--- src/rtl/video_comp_enc.sv ---
// video_comp_enc: three-stage composite NTSC sample encoder (sync, blank, burst, luma + chroma), fixed latency C_PIPE_N = 3.
// Define VIDEO_COMP_ENC_CHROMA_EN to build the subcarrier path; without it the output is monochrome.
`default_nettype none

module video_comp_enc #(
    parameter logic [7:0] C_LV_SYNC    = 8'd0,
    parameter logic [7:0] C_LV_BLANK   = 8'd60,
    parameter logic [7:0] C_LV_BURST_A = 8'd20
) (
    input  logic       CK_i,
    input  logic       XARST_i,
    input  logic       CK_EE_i,
    input  logic       RST_i,
    input  logic       XSYNC_i,
    input  logic       XBLK_i,
    input  logic       COLOR_BAR_NOW_i,
    input  logic [4:0] COLOR_CTRs_i,
    input  logic [2:0] RGB_i,
    output logic [7:0] DAC_o
);

    typedef enum logic [1:0] {
        SEL_SYNC   = 2'd0,
        SEL_BURST  = 2'd1,
        SEL_BLANK  = 2'd2,
        SEL_ACTIVE = 2'd3
    } sel_e;

    function automatic logic [7:0] luma_lut(input logic [2:0] rgb);
        case (rgb)
            3'b000:  return 8'd70;
            3'b001:  return 8'd85;
            3'b010:  return 8'd146;
            3'b011:  return 8'd161;
            3'b100:  return 8'd109;
            3'b101:  return 8'd124;
            3'b110:  return 8'd185;
            default: return 8'd200;
        endcase
    endfunction

`ifdef VIDEO_COMP_ENC_CHROMA_EN
    // {amplitude, hue in 15 degree steps}
    function automatic logic [12:0] chroma_lut(input logic [2:0] rgb);
        case (rgb)
            3'b000:  return {8'd0,  5'd0};
            3'b001:  return {8'd29, 5'd23};
            3'b010:  return {8'd38, 5'd16};
            3'b011:  return {8'd40, 5'd19};
            3'b100:  return {8'd40, 5'd7};
            3'b101:  return {8'd38, 5'd4};
            3'b110:  return {8'd29, 5'd11};
            default: return {8'd0,  5'd0};
        endcase
    endfunction

    // Subcarrier phase p = 7k mod 24; illegal sub-counts park at phase 0.
    function automatic logic [4:0] phase_of(input logic [4:0] ctr);
        logic [4:0] k;
        if (ctr[2:0] == 3'd0 || ctr[2:0] == 3'd7) return 5'd0;
        k = 5'({ctr[4:3], 2'b00}) + 5'({ctr[4:3], 1'b0}) + 5'(ctr[2:0]) - 5'd1;
        case (k)
            5'd0:    return 5'd0;
            5'd1:    return 5'd7;
            5'd2:    return 5'd14;
            5'd3:    return 5'd21;
            5'd4:    return 5'd4;
            5'd5:    return 5'd11;
            5'd6:    return 5'd18;
            5'd7:    return 5'd1;
            5'd8:    return 5'd8;
            5'd9:    return 5'd15;
            5'd10:   return 5'd22;
            5'd11:   return 5'd5;
            5'd12:   return 5'd12;
            5'd13:   return 5'd19;
            5'd14:   return 5'd2;
            5'd15:   return 5'd9;
            5'd16:   return 5'd16;
            5'd17:   return 5'd23;
            5'd18:   return 5'd6;
            5'd19:   return 5'd13;
            5'd20:   return 5'd20;
            5'd21:   return 5'd3;
            5'd22:   return 5'd10;
            5'd23:   return 5'd17;
            default: return 5'd0;
        endcase
    endfunction

    function automatic logic [4:0] add_mod24(input logic [4:0] a, input logic [4:0] b);
        logic [5:0] s;
        s = {1'b0, a} + {1'b0, b};
        return (s >= 6'd24) ? 5'(s - 6'd24) : 5'(s);
    endfunction

    function automatic logic signed [7:0] sine_lut(input logic [4:0] idx);
        case (idx)
            5'd0:    return 8'sd0;
            5'd1:    return 8'sd17;
            5'd2:    return 8'sd32;
            5'd3:    return 8'sd45;
            5'd4:    return 8'sd55;
            5'd5:    return 8'sd62;
            5'd6:    return 8'sd64;
            5'd7:    return 8'sd62;
            5'd8:    return 8'sd55;
            5'd9:    return 8'sd45;
            5'd10:   return 8'sd32;
            5'd11:   return 8'sd17;
            5'd12:   return 8'sd0;
            5'd13:   return -8'sd17;
            5'd14:   return -8'sd32;
            5'd15:   return -8'sd45;
            5'd16:   return -8'sd55;
            5'd17:   return -8'sd62;
            5'd18:   return -8'sd64;
            5'd19:   return -8'sd62;
            5'd20:   return -8'sd55;
            5'd21:   return -8'sd45;
            5'd22:   return -8'sd32;
            5'd23:   return -8'sd17;
            default: return 8'sd0;
        endcase
    endfunction
`endif

    // Stage 1: input capture; reset and clear park it on a blanking sample.
    logic       s1_xsync;
    logic       s1_xblk;
    logic [2:0] s1_rgb;

    always_ff @(posedge CK_i or negedge XARST_i) begin
        if (!XARST_i) begin
            s1_xsync <= 1'b1;
            s1_xblk  <= 1'b0;
            s1_rgb   <= 3'd0;
        end else if (CK_EE_i) begin
            if (RST_i) begin
                s1_xsync <= 1'b1;
                s1_xblk  <= 1'b0;
                s1_rgb   <= 3'd0;
            end else begin
                s1_xsync <= XSYNC_i;
                s1_xblk  <= XBLK_i;
                s1_rgb   <= RGB_i;
            end
        end
    end

`ifdef VIDEO_COMP_ENC_CHROMA_EN
    logic       s1_bar;
    logic [4:0] s1_p;

    always_ff @(posedge CK_i or negedge XARST_i) begin
        if (!XARST_i) begin
            s1_bar <= 1'b0;
            s1_p   <= 5'd0;
        end else if (CK_EE_i) begin
            if (RST_i) begin
                s1_bar <= 1'b0;
                s1_p   <= 5'd0;
            end else begin
                s1_bar <= COLOR_BAR_NOW_i;
                s1_p   <= phase_of(COLOR_CTRs_i);
            end
        end
    end
`else
    logic unused_chroma_in;
    assign unused_chroma_in = ^{COLOR_CTRs_i, COLOR_BAR_NOW_i};
`endif

    // Stage 2: priority select and table lookups.
    sel_e s2_sel_d;

    always_comb begin
        s2_sel_d = SEL_ACTIVE;
        if (!s1_xsync) begin
            s2_sel_d = SEL_SYNC;
`ifdef VIDEO_COMP_ENC_CHROMA_EN
        end else if (!s1_xblk && s1_bar) begin
            s2_sel_d = SEL_BURST;
`endif
        end else if (!s1_xblk) begin
            s2_sel_d = SEL_BLANK;
        end
    end

    sel_e       s2_sel;
    logic [7:0] s2_y;

    always_ff @(posedge CK_i or negedge XARST_i) begin
        if (!XARST_i) begin
            s2_sel <= SEL_BLANK;
            s2_y   <= 8'd0;
        end else if (CK_EE_i) begin
            if (RST_i) begin
                s2_sel <= SEL_BLANK;
                s2_y   <= 8'd0;
            end else begin
                s2_sel <= s2_sel_d;
                s2_y   <= luma_lut(s1_rgb);
            end
        end
    end

    logic signed [9:0] chroma_term;

`ifdef VIDEO_COMP_ENC_CHROMA_EN
    logic [12:0]       s1_chroma;
    logic [7:0]        s2_amp_d;
    logic [4:0]        s2_idx_d;
    logic [7:0]        s2_amp;
    logic signed [7:0] s2_sin;

    // Burst uses a fixed 180 degree reference instead of the pixel hue.
    assign s1_chroma = chroma_lut(s1_rgb);
    assign s2_amp_d  = (s2_sel_d == SEL_BURST) ? C_LV_BURST_A : s1_chroma[12:5];
    assign s2_idx_d  = (s2_sel_d == SEL_BURST) ? add_mod24(s1_p, 5'd12)
                                               : add_mod24(s1_p, s1_chroma[4:0]);

    always_ff @(posedge CK_i or negedge XARST_i) begin
        if (!XARST_i) begin
            s2_amp <= 8'd0;
            s2_sin <= 8'sd0;
        end else if (CK_EE_i) begin
            if (RST_i) begin
                s2_amp <= 8'd0;
                s2_sin <= 8'sd0;
            end else begin
                s2_amp <= s2_amp_d;
                s2_sin <= sine_lut(s2_idx_d);
            end
        end
    end

    logic signed [15:0] amp_s;
    logic signed [15:0] sin_s;
    logic signed [15:0] prod;

    assign amp_s       = signed'({8'b0, s2_amp});
    assign sin_s       = {{8{s2_sin[7]}}, s2_sin};
    assign prod        = amp_s * sin_s;
    assign chroma_term = 10'(prod >>> 6);
`else
    assign chroma_term = 10'sd0;
`endif

    // Stage 3: level sum and clamp to the DAC range.
    logic signed [9:0] sum;
    logic [7:0]        dac_d;

    always_comb begin
        case (s2_sel)
            SEL_SYNC:  sum = signed'({2'b00, C_LV_SYNC});
            SEL_BURST: sum = signed'({2'b00, C_LV_BLANK}) + chroma_term;
            SEL_BLANK: sum = signed'({2'b00, C_LV_BLANK});
            default:   sum = signed'({2'b00, s2_y}) + chroma_term;
        endcase
        if (sum[9]) begin
            dac_d = 8'd0;
        end else if (sum[8]) begin
            dac_d = 8'd255;
        end else begin
            dac_d = sum[7:0];
        end
    end

    always_ff @(posedge CK_i or negedge XARST_i) begin
        if (!XARST_i) begin
            DAC_o <= C_LV_BLANK;
        end else if (CK_EE_i) begin
            if (RST_i) begin
                DAC_o <= C_LV_BLANK;
            end else begin
                DAC_o <= dac_d;
            end
        end
    end

endmodule

`default_nettype wire
--- config.mk ---
export PLATFORM = sky130hd
export DESIGN_NAME = video_comp_enc
export DESIGN_NICKNAME = d
export VERILOG_FILES = /design/src/rtl/video_comp_enc.sv
export SDC_FILE = /design/constraint.sdc
export NUM_CORES = 1
export LEC_CHECK = 0
export CAP_MARGIN = 20
export CORE_UTILIZATION = 35
export DETAILED_ROUTE_END_ITERATION = 16
export SLEW_MARGIN = 20
export SYNTH_ARGS = -nofsm -noshare
export SYNTH_HDL_FRONTEND = slang
export SYNTH_SLANG_ARGS = --single-unit
--- constraint.sdc ---
create_clock -name CK_i -period 1.2 [get_ports CK_i]
set_input_delay 0.24 -clock CK_i [delete_from_list [all_inputs] [get_ports CK_i]]
set_output_delay 0.24 -clock CK_i [all_outputs]
set_load 0.03 [all_outputs]
# [After elaboration in Yosys (flattened, before gate mapping)]
# Cells that the tools add are included.
[totals] register_bits=23 latchBits=0 ram_bits=0 rom_bits=0 inputBits=15 out_inout_bits=8 elab_cells=29 memories=0
[op_classes] n_addsub=0 n_mul=0 div=0 magnitude_cmp=0 n_eq_ne=8 shifts=0 muxes=12 bitwise_logic=0 reduce_logical=3
[op_table] cell="$pmux W8 S7" n=1
[op_table] cell="$mux W8" n=4
[op_table] cell="$pmux W8 S2" n=1
[op_table] cell="$eq A3 B3 Y1 const B" n=3
[op_table] cell="$eq A3 B2 Y1 const B" n=2
[op_table] cell="$mux W2" n=2
[op_table] cell="$eq A3 B1 Y1 const B" n=1
[op_table] cell="$logic_not A3 Y1" n=1
[op_table] cell="$mux W1" n=3
[op_table] cell="$mux W3" n=1
[op_table] cell="$eq A2 B1 Y1 const B" n=1
[op_table] cell="$eq A2 B2 Y1 const B" n=1
[op_table] cell="$logic_not A2 Y1" n=1
[op_table] cell="$reduce_or A2 Y1" n=1

# [Longest topological paths before layout]
# Gate-level depths: netlist of the first run.
[logic_depth] ltp_word=6 mapped_depth=4 mapped_depth_nobuf=4

# [Least setup slack after synthesis of the first run]
# OpenSTA, ideal clock, no wires.
[synth_timing] kind="reg-to-reg" from="reg s2_sel[1]" to="reg DAC_o[2]" arrival_time_ns=1.046 setup_slack_ns=0.067 path_stages_with_launch=5 path_cell_list="dfstp_2 ha_1 inv_1 a21oi_2 a31oi_1"
[synth_via] elab_chain_len=6 elab_cells_between_ends=8
[synth_rtl] element="start: declaration" line_no="190" rtl="sel_e s2_sel;"
[synth_rtl] element="start signal: assignment" line_no="202" rtl="s2_sel <= s2_sel_d;"
[synth_rtl] element="$eq A2 B2 Y1 / $eq A2 B1 Y1 (equally long branches)" line_no="255" rtl="case (s2_sel)"
[synth_rtl] element="$reduce_or A2 Y1 (no line)"
[synth_rtl] element="$pmux W8 S2 *" line_no="255"
[synth_rtl] element="$mux W8 *" line_no="263" rtl="end else if (sum[8]) begin"
[synth_rtl] element="$mux W8 *" line_no="261" rtl="if (sum[9]) begin"
[synth_rtl] element="$mux W8 *" line_no="274" rtl="if (RST_i) begin"
[synth_rtl] element="end signal: assignment" line_no="272" rtl="DAC_o <= C_LV_BLANK;"
[synth_rtl] element="end signal: assignment" line_no="275" rtl="DAC_o <= C_LV_BLANK;"
[synth_rtl] element="end signal: assignment" line_no="277" rtl="DAC_o <= dac_d;"
[synth_rtl] element="end: declaration" line_no="19" rtl="output logic [7:0] DAC_o"
# Mark *: on every way between the ends. The rest lies on a longest branch, timed or not.
# A chain may end at the register's enable or synchronous reset.

# [Worst setup path after layout of the first run]
[layout_timing] from="reg DAC_o[4]" to="out DAC_o[4]"
# No word-level cell between the ends.

==> results of run 1 <==
## state kept, by name (all words and copies together) (netlist names)
register,flops
DAC_o,8
s2_sel,2
s1_rgb,3
s1_xsync,1
s1_xblk,1
s2_y,8
## per-stage QoR
step / hold WS, ns / power (mW) / worst slack, ns / cell area [sq um] / std cells
after floorplan: -0.05559 / 1.067 / 0.06713 / 1041 / 102
after global placement: 0.4792 / 1.176 / -0.1619 / 1261 / 152
after detailed placement: 0.4844 / 1.186 / -0.1809 / 1261 / 152
after CTS: 0.2604 / 1.557 / -0.04903 / 1311 / 157
after global routing: 0.2618 / 1.638 / -0.08098 / 1331 / 157
final: 0.2622 / 1.550 / -0.03236 / 1331 / 157
## cell families (layout without fill, tap and decap cells)
family / after synthesis / after routing / share of synthesized area, %
simple gates: 27 / 27 / 13.10
xor+xnor: 3 / 3 / 2.524
compound gates: 24 / 24 / 15.02
flops: 23 / 23 / 56.01
buf+inv: 23 / 47 / 11.06
fa+ha+maj: 1 / 1 / 1.202
mux: 1 / 1 / 1.082
## worst max path at each step
stage | from | end | depth (start not counted)
finish | DAC_o[4] | DAC_o[4] | 1
floorplan | s2_sel[1] | DAC_o[2] | 4
CTS | DAC_o[4] | DAC_o[4] | 1
global placement | RST_i | s2_y[1] | 3
global route | DAC_o[4] | DAC_o[4] | 1
detailed placement | RST_i | s2_y[1] | 3
## final cells by class
class                           instances  area (sq um)  share of cell area (%)
Multi-Input combinational cell         56         362.8                   27.26
Timing Repair Buffer                   26         255.2                   19.17
Tap cell                               31         38.79                   2.914
Clock buffer                            3         22.52                   1.692
Clock inverter                          1         5.005                  0.3759
Sequential cell                        23         583.1                   43.80
Inverter                               17         63.81                   4.793
## report_power, final
group | switching, mW | total (mW) | internal, mW
registers | 0.0481 | 0.899 | 0.850
logic | 0.145 | 0.298 | 0.153
clock network | 0.229 | 0.354 | 0.124
total | 0.422 | 1.55 | 1.13
## layout by cell type, fill, tap and decap left out
| cell type | instances |
|---|---|
| ha_4 | 1 |
| o21ai_0 | 7 |
| buf_12 | 2 |
| buf_4 | 12 |
| a21oi_1 | 3 |
| clkdlybuf4s50_1 | 8 |
| o22ai_1 | 7 |
| clkinv_2 | 1 |
| mux2_2 | 1 |
| nand2b_2 | 1 |
| dfstp_2 | 6 |
| nand3b_1 | 6 |
| xnor2_1 | 3 |
| o32ai_2 | 1 |
| dfrtp_1 | 17 |
| nor2_1 | 9 |
| buf_6 | 4 |
| nand2_1 | 9 |
| o22ai_2 | 1 |
| nand4b_1 | 1 |
| clkbuf_4 | 3 |
| nand2b_1 | 1 |
| inv_1 | 17 |
| a21oi_4 | 1 |
| a31oi_1 | 4 |
## timing repair
action,4_1_cts,5_1_grt
setup endpoints to repair,4,9
setup buffers,1,0
gates cloned,0,0
pin swaps,0,1
gates resized for setup,4,3
## layer usage
metal	routed length (um)	part of all wire, %	global-route usage [%]
met1	854	48	15.25
met3	55	3.1	2.765
met5	0	0	0
met2	871	49	22.02
met4	13	0.72	4.181
==> metrics.cfg, run 1 <==
[worst_setup_path]
arrival_ns = 0.99
path_class = reg -> out
crit_family = flip-flops
critPathMaxStageDelay_ns = 0.56
ff2ff_path_depth = 4
path_buf_inv = 1
worstPathRequired_ns = 0.96
start_kind = flop
cp_cell_sequence = buf_6
r2r_setup_slack_ns = 0.08
crit_path_end_kind = output port
cp_slowest_cell = dfstp_2
crit-reg2reg-launch = s2_sel[1]
critPathMaxFanout = 2
reg2reg_to = DAC_o[2]

[placement]
routabilityCongestion = 0.7102
numPortBuffers = 16
hpwl_um = 1297

[synth]
syn_area_sq_um = 1041
syn_inst = 102
yosys.area.top_type_share_pct = 40.87
synthTopCellsByArea = dfrtp_1 41%, dfstp_2 15%, inv_1 6.1%
syn_avg_cell_area_sq_um = 10.21
synth_common_cells = 17 x dfrtp_1, 17 x inv_1, 9 x nand2_1, 9 x nor2_1
synth_nets = 118
ys_async_sr_fraction_pct = 100.0
yosysUniqueCellTypes = 22
synth_area_leader_cell = dfrtp_1
ys_ff_latch = 23
synth_edf_count = 0
synth_seq_area_share_pct = 56.01
yosysWarningCount = 0
synth_top_flop_cell = dfrtp_1

[finish]
antenna_cells = 0
postLayoutCoreUtil_pct = 47.86
drive_gt1_share_pct = 26.98
fill_cells = 272
nets = 143
syn_to_final_growth_pct = 27.88

[timing]
max_slew_margin_pct = 79.58
finalSetupTns_ns = -0.1135
final-max-slew-violation-count = 0
skew_ns = 0.001443
rsz0062_at_grt = true
setup_viol = 4
min_period_over_period_pct = 102.7
hold_viol = 0
fmax_mhz = 811.4
setup_ws_ns = -0.03236
worstMarginPinSlew_ns = 0.3053
period_needed_ns = 1.232

[floorplan]
ios = 23
die_area_sq_um = 3196
die_w_um = 56.54
initial_core_util_pct = 37.43
die_h_um = 56.54
fp-row-count = 19
core_area_sq_um = 2781

[clocking]
hold_buffers = 0
clockRootBuffer = clkbuf_4
h-tree-depth = 1
clk_path_buf_depth = 2
cts_made_buffers = 3
cts_tree = built
clk_latency_ns = 0.30
clk_pin_slew_ns = 0.13
cts_sinks = 23

[job]
max-cap-violations = 0

[detailed_routing]
ant_nets = 0
drt_pass1_iterations = 4
drc_errors = 0
vias = 760
routed_wl_um = 1795
drt-wirelength-per-cell_um = 11.43
dr.first_iter.drc_count = 12
viasPerCell = 4.841

[status]
status = finished with violations
violations = setup timing

[grt]
grt_pass1_vias = 746
grt_use_total_pct = 12.59
antenna_found_initial = 0
grt_overflow = 0
grt_pass1_wl_um = 3167
grt_max_degree = 24

[power_and_ir_drop]
power.density_nw_per_um2 = 1164
max-vdd-ir-drop_mv = 0.6323
leakage_nw = 0.5591

[worst_hold_path]
hold_path_class = in -> async

No activity file was read; power rests on OpenSTA's default activity.
==> run 2: changes to the inputs <==
--- a/config.mk
+++ b/config.mk
@@ -5,7 +5,7 @@
 export SDC_FILE = /design/constraint.sdc
 export NUM_CORES = 1
 export LEC_CHECK = 0
-export CAP_MARGIN = 20
+export CAP_MARGIN = 10
 export CORE_UTILIZATION = 35
 export DETAILED_ROUTE_END_ITERATION = 16
 export SLEW_MARGIN = 20
==> results of run 2 <==
The final DEF is identical to that of run 1; final timing and power are the same.
==> run 3: changes to the inputs <==
--- a/config.mk
+++ b/config.mk
@@ -7,6 +7,7 @@
 export LEC_CHECK = 0
 export CAP_MARGIN = 10
 export CORE_UTILIZATION = 35
+export CTS_BUF_LIST = sky130_fd_sc_hd__clkbuf_8
 export DETAILED_ROUTE_END_ITERATION = 16
 export SLEW_MARGIN = 20
 export SYNTH_ARGS = -nofsm -noshare
==> run 3 against run 2 <==
Compared with the run above:
- the run now ends clean
- die area unchanged
- clock-buffer cell count is the same
- flip-flop and latch count unchanged
- final cell count fell by 0.64%
==> metrics.cfg, run 3 (synthesis results as in run 1) <==
[status]
status = finished, final reports clean

[finish]
postLayoutCoreUtil_pct = 48.27  ; +0.40 points
nets = 142  ; -0.70%
reg_top3 = DAC_o (8), s2_y (8), s1_rgb (3)
antenna_cells = 0  ; unchanged
fill_cells = 268  ; -1.5%
final_cell_mix = 17 x dfrtp_1, 17 x inv_1, 11 x buf_4
syn_to_final_growth_pct = 28.97
drive_gt1_share_pct = 26.40  ; -0.58 points

[worst_setup_path]
arrival_ns = 0.94  ; -0.05 ns
crit_path_end_kind = output port
path_class = reg -> out
path_buf_inv = 1  ; unchanged
start_kind = flop
crit_family = flip-flops
worstPathRequired_ns = 0.96  ; about the same
critPathMaxStageDelay_ns = 0.55  ; about the same
cp_slowest_cell = dfstp_2
critPathMaxFanout = 2  ; unchanged
cp_cell_sequence = buf_6

[timing]
rsz0062_at_grt = true
setup_viol = 0  ; -4
min_period_over_period_pct = 98.08  ; -4.6 points
worstMarginPinSlew_ns = 0.3049  ; -0.0004219 ns
hold_viol = 0  ; unchanged
max_slew_margin_pct = 79.61  ; about the same
skew_ns = 0.001719  ; +0.0002760 ns
finalSetupTns_ns = 0  ; +0.1135 ns
final-max-slew-violation-count = 0  ; unchanged
period_needed_ns = 1.177  ; -0.05539 ns
fmax_mhz = 849.6  ; +4.7%
whs_ns = 0.3137  ; +0.05146 ns

[clocking]
clk_latency_ns = 0.26  ; -0.04 ns
cts_made_buffers = 3  ; unchanged
cts_tree = built
cts_sinks = 23  ; unchanged
clk_path_buf_depth = 2  ; unchanged
post_cts_buffers = 0  ; -1
h-tree-depth = 1  ; unchanged
clk_pin_slew_ns = 0.08  ; -0.05 ns
clockRootBuffer = clkbuf_8

[floorplan]
fp-row-count = 19  ; unchanged
die_w_um = 56.54  ; unchanged
initial_core_util_pct = 37.43  ; unchanged
core_area_sq_um = 2781  ; unchanged
ios = 23  ; unchanged
die_area_sq_um = 3196  ; unchanged
die_h_um = 56.54  ; unchanged

[power_and_ir_drop]
leakage_nw = 0.5626  ; +0.62%
power.density_nw_per_um2 = 1244  ; +6.8%
max-vdd-ir-drop_mv = 0.6623  ; +4.7%
fin_total_pwr_mw = 1.670  ; +7.7%

[detailed_routing]
ant_nets = 0  ; unchanged
routed_wl_um = 1817  ; +1.2%
viasPerCell = 4.910  ; +1.4%
drc_errors = 0  ; unchanged
dr.first_iter.drc_count = 10  ; -2
drt-wirelength-per-cell_um = 11.65  ; +1.9%
drt_pass1_iterations = 4  ; unchanged
vias = 766  ; +0.79%

[grt]
gr-usage-met2_pct = 21.18  ; -0.84 points
grt_pass1_wl_um = 3160  ; -0.22%
antenna_found_initial = 0  ; unchanged
grt_overflow = 0  ; unchanged
met1_usage_pct = 15.70  ; +0.45 points
grt_use_total_pct = 12.79  ; +0.20 points
met3_usage_pct = 2.765  ; unchanged
busiest_layer = met2
grt_max_degree = 24  ; unchanged
grt_pass1_vias = 732  ; -1.9%

[worst_hold_path]
hold_path_class = in -> async

[placement]
hpwl_um = 1297  ; unchanged
routabilityCongestion = 0.7102  ; unchanged
numPortBuffers = 16  ; unchanged

[job]
max-cap-violations = 0  ; unchanged

[run 3: final timing paths]
path | start | end | slack [ns] | cells after the start
worst max-delay path | DAC_o[4] | DAC_o[4] | 0.02 | 1
worst min-delay path | XARST_i | s2_y[2] | 0.31 | 2
worst max register to register | s2_sel[1] | DAC_o[4] | 0.09 | 4
worst min register to register | DAC_o[5] | DAC_o[5] | 0.50 | 2
max in group asynchronous | XARST_i | DAC_o[5] | 0.67 | 2
min in group CK_i | DAC_o[5] | DAC_o[5] | 0.50 | 2
[run 3: power by group]
part	switching, mW	leakage [nW]	internal, mW	total [mW]
clock	0.246	0.0255	0.232	0.478
sequential	0.0487	0.289	0.850	0.899
combinational	0.144	0.248	0.149	0.293
total	0.439	0.563	1.23	1.67
[run 3: area by class of cell]
class	instances	area (sq um)	share of cell area, %
sequential	23	583.1	43.43
multi-input combinational	56	362.8	27.03
timing repair buffer	25	247.7	18.45
inverter	17	63.81	4.753
clock buffer	3	41.29	3.075
tap	31	38.79	2.889
clock inverter	1	5.005	0.3728
[run 3: worst register-to-register path, cell delays in order (launching register included)]
cell     delay (ns)
dfstp_2        0.56
ha_4           0.14
inv_1          0.06
a21oi_4        0.18
a31oi_1        0.11
[run 3: metrics by stage]
| stage | area (sq um) | setup WS (ns) | instances |
|---|---|---|---|
| CTS | 1319 | 0.001329 | 156 |
| finish | 1343 | 0.02303 | 156 |
| global route | 1343 | -0.01220 | 156 |
| global placement | 1261 | -0.1619 | 152 |
| detailed placement | 1261 | -0.1809 | 152 |
| floorplan | 1041 | 0.06713 | 102 |
[run 3: timing repair]
| item | CTS | global route |
|---|---|---|
| pin swaps | 0 | 1 |
| resized for setup | 3 | 4 |
| endpoints found under the setup margin | 3 | 8 |
| gates cloned | 0 | 0 |
| hold buffers | 0 | 0 |
[run 3: routing by layer]
layer	vias up	routed length, um
met5	-	0
met4	0	24
met3	4	58
met2	11	875
met1	372	858
li1	379	-
